--- src/rtl/ecc_145_enc_fault_detc.sv ---
// SECDED write-side encoder, dual-encoder self-check, test error injector.
// Latency: 1 cycle from acceptance to out_valid; one beat per cycle.
// Backpressure: one-deep output register, in_ready = ~out_valid | out_ready.

module ecc_145_enc_parity #(
   parameter int DATA_WIDTH   = 145,
   parameter int PARITY_WIDTH = 9
) (
   input  logic [DATA_WIDTH-1:0]   data,
   output logic [PARITY_WIDTH-1:0] parity
);

   // Data bit k sits at the k-th non-power-of-two codeword position (3,5,6,7,9,...).
   // Hamming bit i covers every data bit whose position has bit i set.
   function automatic logic [DATA_WIDTH-1:0] mask_of(input int bit_i);
      logic [DATA_WIDTH-1:0] m;
      int k;
      m = '0;
      k = 0;
      for (int pos = 3; pos < (1 << (PARITY_WIDTH - 1)); pos++) begin
         if (k < DATA_WIDTH && (pos & (pos - 1)) != 0) begin
            if (((pos >> bit_i) & 1) != 0) m[k] = 1'b1;
            k++;
         end
      end
      return m;
   endfunction

   logic [PARITY_WIDTH-2:0] ham;

   for (genvar i = 0; i < PARITY_WIDTH - 1; i++) begin : g_ham
      localparam logic [DATA_WIDTH-1:0] MASK = mask_of(i);
      assign ham[i] = ^(data & MASK);
   end

   // Overall parity covers data and Hamming bits so double errors are detectable.
   assign parity = {(^data) ^ (^ham), ham};

endmodule

module ecc_145_enc_fault_detc #(
   parameter int DATA_WIDTH      = 145,
   parameter int PARITY_WIDTH    = 9,
   parameter int FAULT_CNT_WIDTH = 8
) (
   input  logic                       clk,
   input  logic                       rst,
   input  logic                       ecc_fault_detc_en,
   input  logic                       bypass,
   input  logic                       in_valid,
   output logic                       in_ready,
   input  logic [DATA_WIDTH-1:0]      data_in,
   output logic                       out_valid,
   input  logic                       out_ready,
   output logic [DATA_WIDTH-1:0]      data_out,
   output logic [PARITY_WIDTH-1:0]    parity_out,
   output logic                       ecc_fault,
   output logic                       ecc_fault_sticky,
   output logic [FAULT_CNT_WIDTH-1:0] fault_cnt,
   input  logic                       fault_clr,
   input  logic                       chk_inj,
   input  logic                       inj_req,
   input  logic                       inj_dbl,
   input  logic [7:0]                 inj_pos
);

   localparam int unsigned DW_U = DATA_WIDTH;

   typedef enum logic {IDLE, ARMED} inj_state_t;

   inj_state_t                state, state_nxt;
   logic                      accept;
   logic [PARITY_WIDTH-1:0]   enc0_par, enc1_par, par0, par1, par1_chk;
   logic                      fault_now;
   logic                      fault_q;
   logic                      dbl_q;
   logic [7:0]                pos_q, pos_mod, pos2;
   logic [DATA_WIDTH-1:0]     flip;

   assign in_ready = ~out_valid | out_ready;
   assign accept   = in_valid & in_ready;

   // Two identical encoders; the second only feeds the compare.
   ecc_145_enc_parity #(.DATA_WIDTH(DATA_WIDTH), .PARITY_WIDTH(PARITY_WIDTH)) u_enc0 (
      .data   (data_in),
      .parity (enc0_par)
   );
   ecc_145_enc_parity #(.DATA_WIDTH(DATA_WIDTH), .PARITY_WIDTH(PARITY_WIDTH)) u_enc1 (
      .data   (data_in),
      .parity (enc1_par)
   );

   assign par0      = bypass ? '0 : enc0_par;
   assign par1      = bypass ? '0 : enc1_par;
   assign par1_chk  = {par1[PARITY_WIDTH-1:1], par1[0] ^ chk_inj};
   assign fault_now = (|(par0 ^ par1_chk)) & ecc_fault_detc_en;
   assign ecc_fault = out_valid & fault_q;

   assign pos_mod = 8'(32'(inj_pos) % DW_U);
   assign pos2    = (pos_q == 8'(DATA_WIDTH - 1)) ? 8'd0 : pos_q + 8'd1;

   // Injector state register.
   always_ff @(posedge clk or posedge rst) begin
      if (rst) state <= IDLE;
      else     state <= state_nxt;
   end

   // Injector next state and flip mask; an armed injection hits the next accepted beat.
   always_comb begin
      state_nxt = state;
      flip      = '0;
      case (state)
         IDLE: begin
            if (inj_req) state_nxt = ARMED;
         end
         ARMED: begin
            if (accept) begin
               flip[pos_q] = 1'b1;
               if (dbl_q) flip[pos2] = 1'b1;
               state_nxt = IDLE;
            end
         end
         default: state_nxt = IDLE;
      endcase
   end

   // Capture injection type and position only when arming from IDLE.
   always_ff @(posedge clk or posedge rst) begin
      if (rst) begin
         dbl_q <= 1'b0;
         pos_q <= '0;
      end else if (state == IDLE && inj_req) begin
         dbl_q <= inj_dbl;
         pos_q <= pos_mod;
      end
   end

   // Output stage: parity is from clean data, flips land only on the stored data.
   always_ff @(posedge clk or posedge rst) begin
      if (rst) begin
         out_valid  <= 1'b0;
         data_out   <= '0;
         parity_out <= '0;
         fault_q    <= 1'b0;
      end else if (accept) begin
         out_valid  <= 1'b1;
         data_out   <= data_in ^ flip;
         parity_out <= par0;
         fault_q    <= fault_now;
      end else if (out_ready) begin
         out_valid  <= 1'b0;
      end
   end

   // Saturating fault counter and sticky flag; a clear coinciding with a fault leaves one count.
   always_ff @(posedge clk or posedge rst) begin
      if (rst) begin
         fault_cnt        <= '0;
         ecc_fault_sticky <= 1'b0;
      end else if (fault_clr) begin
         fault_cnt        <= (accept & fault_now) ? {{(FAULT_CNT_WIDTH-1){1'b0}}, 1'b1} : '0;
         ecc_fault_sticky <= accept & fault_now;
      end else if (accept & fault_now) begin
         ecc_fault_sticky <= 1'b1;
         if (fault_cnt != '1) fault_cnt <= fault_cnt + 1'b1;
      end
   end

endmodule

--- config.mk ---
export PLATFORM = sky130hd
export DESIGN_NAME = ecc_145_enc_fault_detc
export DESIGN_NICKNAME = d
export VERILOG_FILES = /design/src/rtl/ecc_145_enc_fault_detc.sv
export SDC_FILE = /design/constraint.sdc
export NUM_CORES = 1
export LEC_CHECK = 0
export BUFFER_PORTS_ARGS = -buffer_cell sky130_fd_sc_hd__buf_2
export CORE_ASPECT_RATIO = 1.1
export CORE_UTILIZATION = 56
export CTS_BUF_LIST = sky130_fd_sc_hd__clkbuf_4 sky130_fd_sc_hd__clkbuf_8
export DETAILED_ROUTE_END_ITERATION = 8
export GPL_ROUTABILITY_DRIVEN = 0
export PLACE_DENSITY = 0.84
export SYNTH_ARGS = -nofsm -noshare
export SYNTH_HDL_FRONTEND = slang
export SYNTH_SLANG_ARGS = --single-unit
export TNS_END_PERCENT = 5
--- constraint.sdc ---
create_clock -name clk -period 6 [get_ports clk]
set_input_delay 0.3 -clock clk [delete_from_list [all_inputs] [get_ports clk]]
set_output_delay 0.3 -clock clk [all_outputs]
set_load 0.01 [all_outputs]
==> metrics, run 1 <==
status complete, but fails checks; failing checks hold timing; Slew HR between 20% and 30%; initial antenna violation count 7; crit share post-route a little under two thirds; ys flop type dfrtp_1; DRT iter0 DRCs about 2100; Pins Over Slew Limit 0; vias in the first global route between 10000 and 15000; critical path class flop to flop; share of cells above drive strength 1 roughly 22%; Via density about 6.2; CORE AREA approximately 22000 µm²; CTS Hold Bufs 0; I/O pin total roughly 330; yosys warns 0; crit end category flop; static leakage 6.43 nW; Final setup viols 0; synthesized flop and latch total 175; # H-tree levels 4; CP dominant cell by count nand3_1; max-capacitance violation count 0; Worst-Skew Late Latency approximately 0.50 ns; CP arrival roughly 4.2 ns; via count 12700; Die Height ~160 µm; Netlist cell types 50; post-CTS setup buffer count 0; DRC Markers 0; Post-Syn Area per Cell between 8 and 9 µm²; Synth area leaders dfrtp_1 (34%), xnor2_1 (14%), xor2_1 (13%); maximum root-to-sink buffer count 2; Cell Chain, Critical Path inv_1 > ha_1 > nor3b_1 > nand3_1 > o211ai_1 > nand3_1 > o22ai_1 > nand2_1 > xor2_1 > o21ai_0; setup ws final roughly 2.2 ns; WP buf/inv 1; CTS Buf Count 17; GRT overflow 0; post-synth top area share about 34%; post-synthesis xor/xnor area fraction about a third; Synth area leader dfrtp_1; Layout Area Growth over Synthesis 16.9%; WL per Instance 23.2 µm; largest net degree at the start of global routing 100; fraction of registers with async set/reset between 90% and 100%; worst-margin pin slew 1.19 ns; Post-Route WL approximately 48000 µm; power consumption ~5.6 mW; fmax between 0.2 and 0.3 GHz; post-synthesis mux area share 0.244%; Synth Area in Adders less than 1%; complex-gate fraction of the synthesized area between 10% and 20%; post-synthesis sequential area ratio about a third; WP data required 6.36 ns; largest family of logic cells by synthesized area XOR/XNOR gates; RSZ-0062 raised after global routing false; fin nets about 1900; peak supply drop 0.000570 V; power per cell area roughly 370 nW/µm²; Post-Synthesis Cells around 1500; post-DP HPWL around 34000 µm; Antenna Nets Post-Route 0; row cnt between 50 and 60; CTS root buffer clkbuf_8; commonest non-fill, non-tap cell in the layout nand2_1; Final Cell Area between 10000 and 15000 µm²; first-pass GRT wire length between 70000 and 80000 µm; Hold Fails Final Rpt 14; Port Buffers about 330; DP Area ~15000 µm²; DRT Pass-1 Iters 8; CP max FO 13; Worst path max stage delay between 0.7 and 0.8 ns; placed insts ~2000; synthesized area between 10000 and 15000 µm²; CP startpoint kind flop; TritonCTS clock tree yes; Worst-path clk slew about 0.11 ns; worst min path class primary input to async pin; Crit path max-delay family simple AND/OR/NAND/NOR gates; Fillers approximately 1800; post-route insts no fill around 2000; Starting Density 57.7%; syn nets approximately 1600; Max stage delay cell, worst path nand3_1; Post-synth EDFFs 0; setup TNS 0 ns; clock skew 0.0168 ns; Die X approximately 150 µm; Hold Slack -0.0396 ns; post-CTS sizing 0; Die ar. about 24000 µm²; Period minus WS final 3.83 ns; GRT Total Usage 40.1%; simple-gate share of the synthesized area a little over an eighth; most frequent cells in the layout nand2_1 (345), buf_2 (328), xnor2_1 (205); Post-Place Setup Slack about 2.5 ns; CTS Sinks between 150 and 200
-- per-layer routing --
metal | global-route usage (%) | up-vias | share of wire, %
li1 | - | 5509 | -
met1 | 51.1 | 5791 | 36
met2 | 59.0 | 1089 | 43
met3 | 14.5 | 286 | 14
met4 | 22.0 | 2 | 7.1
met5 | 0 | - | 0.11
-- through the flow --
stage / hold WS, ns / util [%]
floorplan: 0.391 / -
global placement: 0.452 / 65.5
detailed placement: 0.465 / 65.5
CTS: 0.0211 / 67.3
global route: 0.0334 / 67.4
finish: -0.0396 / 67.4
-- cell families after synthesis --
logic type,Yosys count
mux,3
xor+xnor,427
fa+ha+maj,8
buf+inv,96
simple gates,424
flops,175
compound gates,336
-- Yosys cell counts, types with 9 or more instances --
cell,n
xnor3_1,28
o22ai_1,148
nand2_1,346
o21ai_1,12
o21ai_0,145
nand2b_1,9
xnor2_1,205
nor2_1,21
buf_1,15
nand3_1,15
clkbuf_1,73
dfrtp_1,175
xor2_1,184
-- power breakdown --
group	internal, mW	total [mW]	leakage (nW)	switching, mW
clock network	0.385	0.905	0.203	0.520
logic	1.52	3.12	4.05	1.59
registers	1.37	1.57	2.17	0.203
total	3.27	5.59	6.43	2.32
-- path summary, 6_finish.rpt --
path | start | end | slack [ns] | depth (start not counted)
min reg2reg | data_out[5] | data_out[5] | 0.48 | 2
min in group clk | inj_dbl | dbl_q | 0.04 | 2
min | rst | data_out[119] | -0.04 | 2
max reg2reg | pos_q[0] | data_out[82] | 2.17 | 10
max | pos_q[0] | data_out[82] | 2.17 | 10
max in group asynchronous | rst | parity_out[6] | 4.83 | 3
-- registers in the layout, summed over array words and instances, names as in the netlist --
| name | count |
|---|---|
| parity_out | 9 |
| fault_q | 1 |
| fault_cnt | 8 |
| state | 1 |
| out_valid | 1 |
| ecc_fault_sticky | 1 |
| dbl_q | 1 |
| pos_q | 8 |
| data_out | 145 |
-- layout make-up --
| cell class | count | area (µm²) | area share, % |
|---|---|---|---|
| Clock inverter | 15 | 173 | 1.15 |
| Multi-Input combinational cell | 1198 | 8100 | 54.0 |
| Timing Repair Buffer | 334 | 1690 | 11.2 |
| Inverter | 8 | 35.0 | 0.234 |
| Antenna cell | 7 | 17.5 | 0.117 |
| Tap cell | 295 | 369 | 2.46 |
| Clock buffer | 17 | 234 | 1.56 |
| Sequential cell | 175 | 4380 | 29.2 |
(Power assumes the default switching activity.)
==> inputs of run 2 (changes only) <==
--- a/config.mk
+++ b/config.mk
@@ -7,11 +7,11 @@
 export LEC_CHECK = 0
 export BUFFER_PORTS_ARGS = -buffer_cell sky130_fd_sc_hd__buf_2
 export CORE_ASPECT_RATIO = 1.1
-export CORE_UTILIZATION = 56
+export CORE_UTILIZATION = 50
 export CTS_BUF_LIST = sky130_fd_sc_hd__clkbuf_4 sky130_fd_sc_hd__clkbuf_8
 export DETAILED_ROUTE_END_ITERATION = 8
 export GPL_ROUTABILITY_DRIVEN = 0
-export PLACE_DENSITY = 0.84
+export PLACE_DENSITY = 0.79
 export SYNTH_ARGS = -nofsm -noshare
 export SYNTH_HDL_FRONTEND = slang
 export SYNTH_SLANG_ARGS = --single-unit
==> constraint.sdc (replaced) <==
create_clock -name clk -period 3.07 [get_ports clk]
set_input_delay 0.1535 -clock clk [delete_from_list [all_inputs] [get_ports clk]]
set_output_delay 0.1535 -clock clk [all_outputs]
set_load 0.01 [all_outputs]
==> run 2 against run 1 <==
  * The flow now finishes without violations
  * Clock power increased by 98%
  * Clock skew increased by 0.0039 ns
  * Die area increased by 12%
  * Combinational power increased by 110%
  * Wire length decreased by 0.21%
  * First-iteration DRC count increased by 0.57%
  * Highest routed layer is now met4
  * Largest power group unchanged
  * Hold slack improved by 0.051 ns
  * Final area increased by 7.0%
==> metrics, run 2 (synthesis results as in run 1) <==
DRC Markers 0; share of cells above drive strength 1 about a quarter; CP startpoint kind primary input; Die ar. around 26000 µm²; Worst path max stage delay 0.55 ns; Layout Area Growth over Synthesis 25.1%; GRT overflow 0; initial antenna violation count 3; # H-tree levels 4; DRT iter0 DRCs approximately 2100; CTS root buffer clkbuf_8; crit end category flop; Worst-Skew Late Latency around 0.5 ns; critical path class primary input to flop; Regs by FF count data_out: 145 flops, parity_out: 9 flops; crit share post-route roughly 99%; worst min path class primary input to flop; static leakage roughly 7 nW; fin nets around 2000; largest net degree at the start of global routing roughly 140; Hold Fails Final Rpt 0; WP buf/inv 2; WP data required between 3 and 4 ns; vias in the first global route roughly 12000; Slew HR 50.2%; setup TNS 0 ns; CP arrival roughly 3.5 ns; DRT Pass-1 Iters 8; fmax between 0.3 and 0.4 GHz; multi-input logic area roughly 8100 µm²; peak supply drop 0.000790 V; power consumption approximately 11 mW; Reg area between 4000 and 5000 µm²; Crit path max-delay family XOR/XNOR gates; Pins Over Slew Limit 0; Biggest register data_out; via count 12800; Fillers 2100; CTS Buf Count 17; Period minus WS final approximately 3.0 ns; Die X approximately 150 µm; Antenna Nets Post-Route 0; TritonCTS clock tree yes; power per cell area 696 nW/µm²; Max stage delay cell, worst path dlygate4sd3_1; Starting Density between 50 and 60%; Via density 5.82; maximum root-to-sink buffer count 2; first-pass GRT wire length 70400 µm; Final setup viols 0; M1 GR Usage roughly 46%; status finished clean; CTS Sinks roughly 180; RSZ-0062 raised after global routing false; M2 GR Usage around 55%; worst-margin pin slew around 0.75 ns; row cnt 61; commonest non-fill, non-tap cell in the layout nand2_1; I/O pin total about 330; max-capacitance violation count 0; max reg flops around 150; Port Buffers ~330; Worst-path clk slew around 0.12 ns; Post-Route WL roughly 47000 µm; Die Height 170 µm; WL per Instance 21.5 µm; met3 GRT Util 9.47%; gr busiest metal met2; post-DP HPWL around 36000 µm; CORE AREA 25300 µm²; GRT Total Usage 36.3%; most frequent cells in the layout nand2_1 (345), buf_2 (328), xnor2_1 (205); clock skew 0.0207 ns; CP max FO 3; Cell Chain, Critical Path dlygate4sd3_1 > buf_2 > xor2_1 > xnor2_1 > xnor2_1 > xor2_1 > xnor3_1 > xor3_1 > xnor3_1 > o31ai_2
==> run 2: final cells by class <==
| class | instances | area share (%) |
|---|---|---|
| antenna | 3 | 0.0468 |
| clock buffer | 20 | 1.64 |
| clock inverter | 12 | 0.990 |
| inverter | 8 | 0.211 |
| multi-input combinational | 1198 | 50.6 |
| sequential | 175 | 27.3 |
| tap | 346 | 2.70 |
| timing repair buffer | 439 | 16.5 |
==> run 2: power by group <==
group	switching, mW	total [mW]	internal, mW	leakage (nW)
clock	0.934	1.79	0.852	0.211
combinational	3.23	6.41	3.18	4.54
sequential	0.291	2.96	2.67	2.17
total	4.45	11.2	6.71	6.92
==> run 2: tightest hold or removal path, delay by kind of cell <==
kind | cells | cell delay [ns]
AO/OA/AOI/OAI | 1 | 0.14
buffers and inverters | 1 | 0.12
XOR/XNOR | 1 | 0.07
==> run 2: final timing paths <==
kind                               start             to  slack [ns]  cells past startpoint
max                          data_in[85]  parity_out[8]        0.03                     10
min                          data_in[63]   data_out[63]        0.01                      3
max reg2reg                     pos_q[1]  data_out[139]        0.21                     11
min reg2reg                data_out[131]  data_out[131]        0.48                      2
max in group asynchronous            rst   data_out[76]        1.94                      4
min in group asynchronous            rst   data_out[44]        0.34                      3
==> run 2: timing repair <==
action / 4_1_cts / 5_1_grt
setup buffers: 0 / 0
hold buffers: 39 / 0
endpoints found under the setup margin: 0 / 46
hold endpoints to repair: 68 / 0
gates resized for setup: 0 / 4
==> run 2: metrics by stage <==
| stage | cell area (µm²) | worst slack [ns] | std cells | utilization, % | hold WS (ns) |
|---|---|---|---|---|---|
| 2_1_floorplan | 12800 | 0.387 | 1469 | - | 0.244 |
| 3_3_place_gp | 15200 | 0.0942 | 2127 | 60.2 | 0.289 |
| 3_5_place_dp | 15200 | 0.00364 | 2127 | 60.2 | 0.302 |
| 4_1_cts | 16000 | 0.123 | 2198 | 63.4 | 0.000707 |
| 5_1_grt | 16000 | 0.000151 | 2200 | 63.5 | 0.00722 |
| 6_report | 16000 | 0.0269 | 2201 | 63.5 | 0.0118 |
==> run 2: layer usage <==
layer	vias to the layer above	share of wire (%)
met5	-	0
met4	0	7.4
met3	250	12
met2	963	44
met1	5876	37
li1	5712	-
==> inputs of run 3 (changes only) <==
--- a/config.mk
+++ b/config.mk
@@ -6,12 +6,14 @@
 export NUM_CORES = 1
 export LEC_CHECK = 0
 export BUFFER_PORTS_ARGS = -buffer_cell sky130_fd_sc_hd__buf_2
-export CORE_ASPECT_RATIO = 1.1
+export CORE_ASPECT_RATIO = 0.75
 export CORE_UTILIZATION = 50
 export CTS_BUF_LIST = sky130_fd_sc_hd__clkbuf_4 sky130_fd_sc_hd__clkbuf_8
+export CTS_CLUSTER_SIZE = 14
 export DETAILED_ROUTE_END_ITERATION = 8
 export GPL_ROUTABILITY_DRIVEN = 0
 export PLACE_DENSITY = 0.79
+export SETUP_SLACK_MARGIN = 0.1
 export SYNTH_ARGS = -nofsm -noshare
 export SYNTH_HDL_FRONTEND = slang
 export SYNTH_SLANG_ARGS = --single-unit
==> run 3 against run 2 <==
  * The run now ends with DRC left
  * First-iteration DRC count down 29%
  * Flip-flop and latch count is the same
  * Register-to-register slack got worse by 0.04 ns
  * Fmax increased by 1.9%
  * Clock skew increased by 0.0023 ns
  * Global-route usage up 0.24 points
  * Wire length up 2.4%
  * Hold slack improved by 0.0013 ns
  * Via count shrank 0.36%
  * Critical path depth unchanged
  * Sequential power up 2%
  * Setup slack gained 0.058 ns
==> metrics, run 3 (synthesis results as in run 1) <==
Antenna Nets Post-Route 0; power share of the combinational group around 58%; setup ws final around 0.085 ns; Die ar. around 26000 µm²; critical path class primary input to flop; most frequent cells in the layout nand2_1 (345), buf_2 (328), xnor2_1 (205); Max stage delay cell, worst path dlygate4sd3_1; Regs by FF count data_out: 145 flops, parity_out: 9 flops; Port Buffers around 330; DRT Pass-1 Iters 9; initial antenna violation count 1; failing checks DRC; vias in the first global route 12100; share of cells above drive strength 1 roughly 25%; Die Height approximately 140 µm; Cell Chain, Critical Path dlygate4sd3_1 > buf_2 > xnor2_1 > xnor2_2 > xnor3_1 > xnor3_4 > xnor3_4 > xnor2_1 > xnor3_1 > o31ai_2; Starting Density 51.1%; WP data required between 3 and 4 ns; row cnt 50; Via density around 6; Crit path max-delay family XOR/XNOR gates; Hold Fails Final Rpt 0; Flop pwr share a little over a quarter; worst min path class primary input to flop; Reg2Reg Capture Point data_out[62]; I/O pin total ~330; Die X between 150 and 200 µm; Layout Area Growth over Synthesis 24.2%; GRT Total Usage a little over a third; CORE AREA 25100 µm²; R2R cell count 9; DRT iter0 DRCs between 1500 and 2000; largest net degree at the start of global routing 88; max reg flops about 150; Net Switching about 4.5 mW; crit share post-route a little over nine tenths; Slew HR a little under two fifths; RSZ-0062 raised after global routing true; power per cell area 719 nW/µm²; max-capacitance violation count 0; DRC Markers 33; hold depth 3; Post-Route WL between 40000 and 50000 µm; CP max FO 3; TritonCTS clock tree yes; r2r setup slk ~0.17 ns; Clock power frac 16.0%; Crit Reg-Reg Startpoint pos_q[2]; hold_sp data_in[34]; Worst-path clk slew between 0.1 and 0.15 ns; Biggest register data_out; worst-margin pin slew roughly 0.93 ns; CP startpoint kind primary input; Period minus WS final 2.99 ns; static leakage between 6 and 7 nW; CTS Sinks 175; fmax approximately 0.34 GHz; GRT overflow 0; via count roughly 13000; Sw Ratio about two fifths; # H-tree levels 4; fin nets 2003; Worst path max stage delay roughly 0.54 ns; Pins Over Slew Limit 0; first-pass GRT wire length between 70000 and 80000 µm; final core utilization between 60 and 70%; Int Pwr between 6 and 7 mW; Worst-Skew Late Latency just under 0.5 ns; Post-Place Setup Slack -0.0761 ns; WP buf/inv 2; maximum root-to-sink buffer count 2; CTS Buf Count 17; clock skew ~0.023 ns; status complete, but fails checks; post-DP HPWL 37000 µm; crit end category flop; peak supply drop roughly 0.0013 V; commonest non-fill, non-tap cell in the layout nand2_1; CP arrival between 3 and 4 ns; Final setup viols 0; WL per Instance ~22 µm; CTS root buffer clkbuf_8; Hold Path End data_out[34]
==> run 3: worst max-delay path by stage <==
stage / startpoint / to / slack (ns) / cells after the start
2_1_floorplan: data_in[54] / parity_out[8] / 0.39 / 8
3_3_place_gp: data_in[46] / parity_out[8] / -0.008 / 9
3_5_place_dp: data_in[46] / parity_out[8] / -0.08 / 9
4_1_cts: pos_q[1] / data_out[27] / 0.10 / 11
5_1_grt: pos_q[1] / data_out[62] / 0.005 / 11
6_report: data_in[114] / parity_out[8] / 0.08 / 10
==> run 3: cell type report <==
| cell class | count | area [µm²] |
|---|---|---|
| fillers | 2128 | 9150 |
| multi-input cells | 1198 | 8110 |
| clock inverters | 10 | 164 |
| well taps | 338 | 423 |
| flip-flops and latches | 175 | 4380 |
| repair buffers | 432 | 2550 |
| clock buffers | 20 | 263 |
| inverters | 8 | 33.8 |
| diodes | 2 | 5.00 |
==> run 3: per-stage QoR <==
step | area (µm²) | hold WS [ns] | cells | TNS, ns | total power, mW
6_report | 15900 | 0.0132 | 2183 | 0 | 11.5
5_1_grt | 15900 | 0.0118 | 2182 | 0 | 11.8
4_1_cts | 15900 | 0.000305 | 2179 | 0 | 11.3
3_5_place_dp | 15200 | 0.382 | 2122 | -0.0761 | 9.41
3_3_place_gp | 15200 | 0.376 | 2122 | -0.00801 | 9.27
2_1_floorplan | 12800 | 0.244 | 1469 | 0 | 7.40
==> run 3: worst reg2reg max path: cells and delay by family (launching register included) <==
| family | cells | cell delay [ns] |
|---|---|---|
| buf+inv | 2 | 0.37 |
| simple gates | 3 | 0.93 |
| xor+xnor | 1 | 0.17 |
| compound gates | 3 | 0.69 |
| flops | 1 | 0.68 |
==> run 3: power by group through the flow <==
stage                     logic, mW  clock network, mW  registers, mW
final                          6.60               1.83           3.03
after global routing           6.82               1.94           3.07
after CTS                      6.41               1.85           3.01
after detailed placement       6.35                  0           3.05
after global placement         6.24                  0           3.04
after floorplan                4.33                  0           3.06
==> run 3: metal layers <==
layer,global-route usage (%),routed length (µm)
met5,0,0
met4,14.6,2280
met3,14.9,7370
met2,51.9,19600
met1,49.3,19300
==> run 3: timing repair <==
item,CTS,global route
hold buffers,27,1
setup buffers,0,1
gates resized for setup,0,5
endpoints found under the hold margin,64,1
setup endpoints to repair,0,106
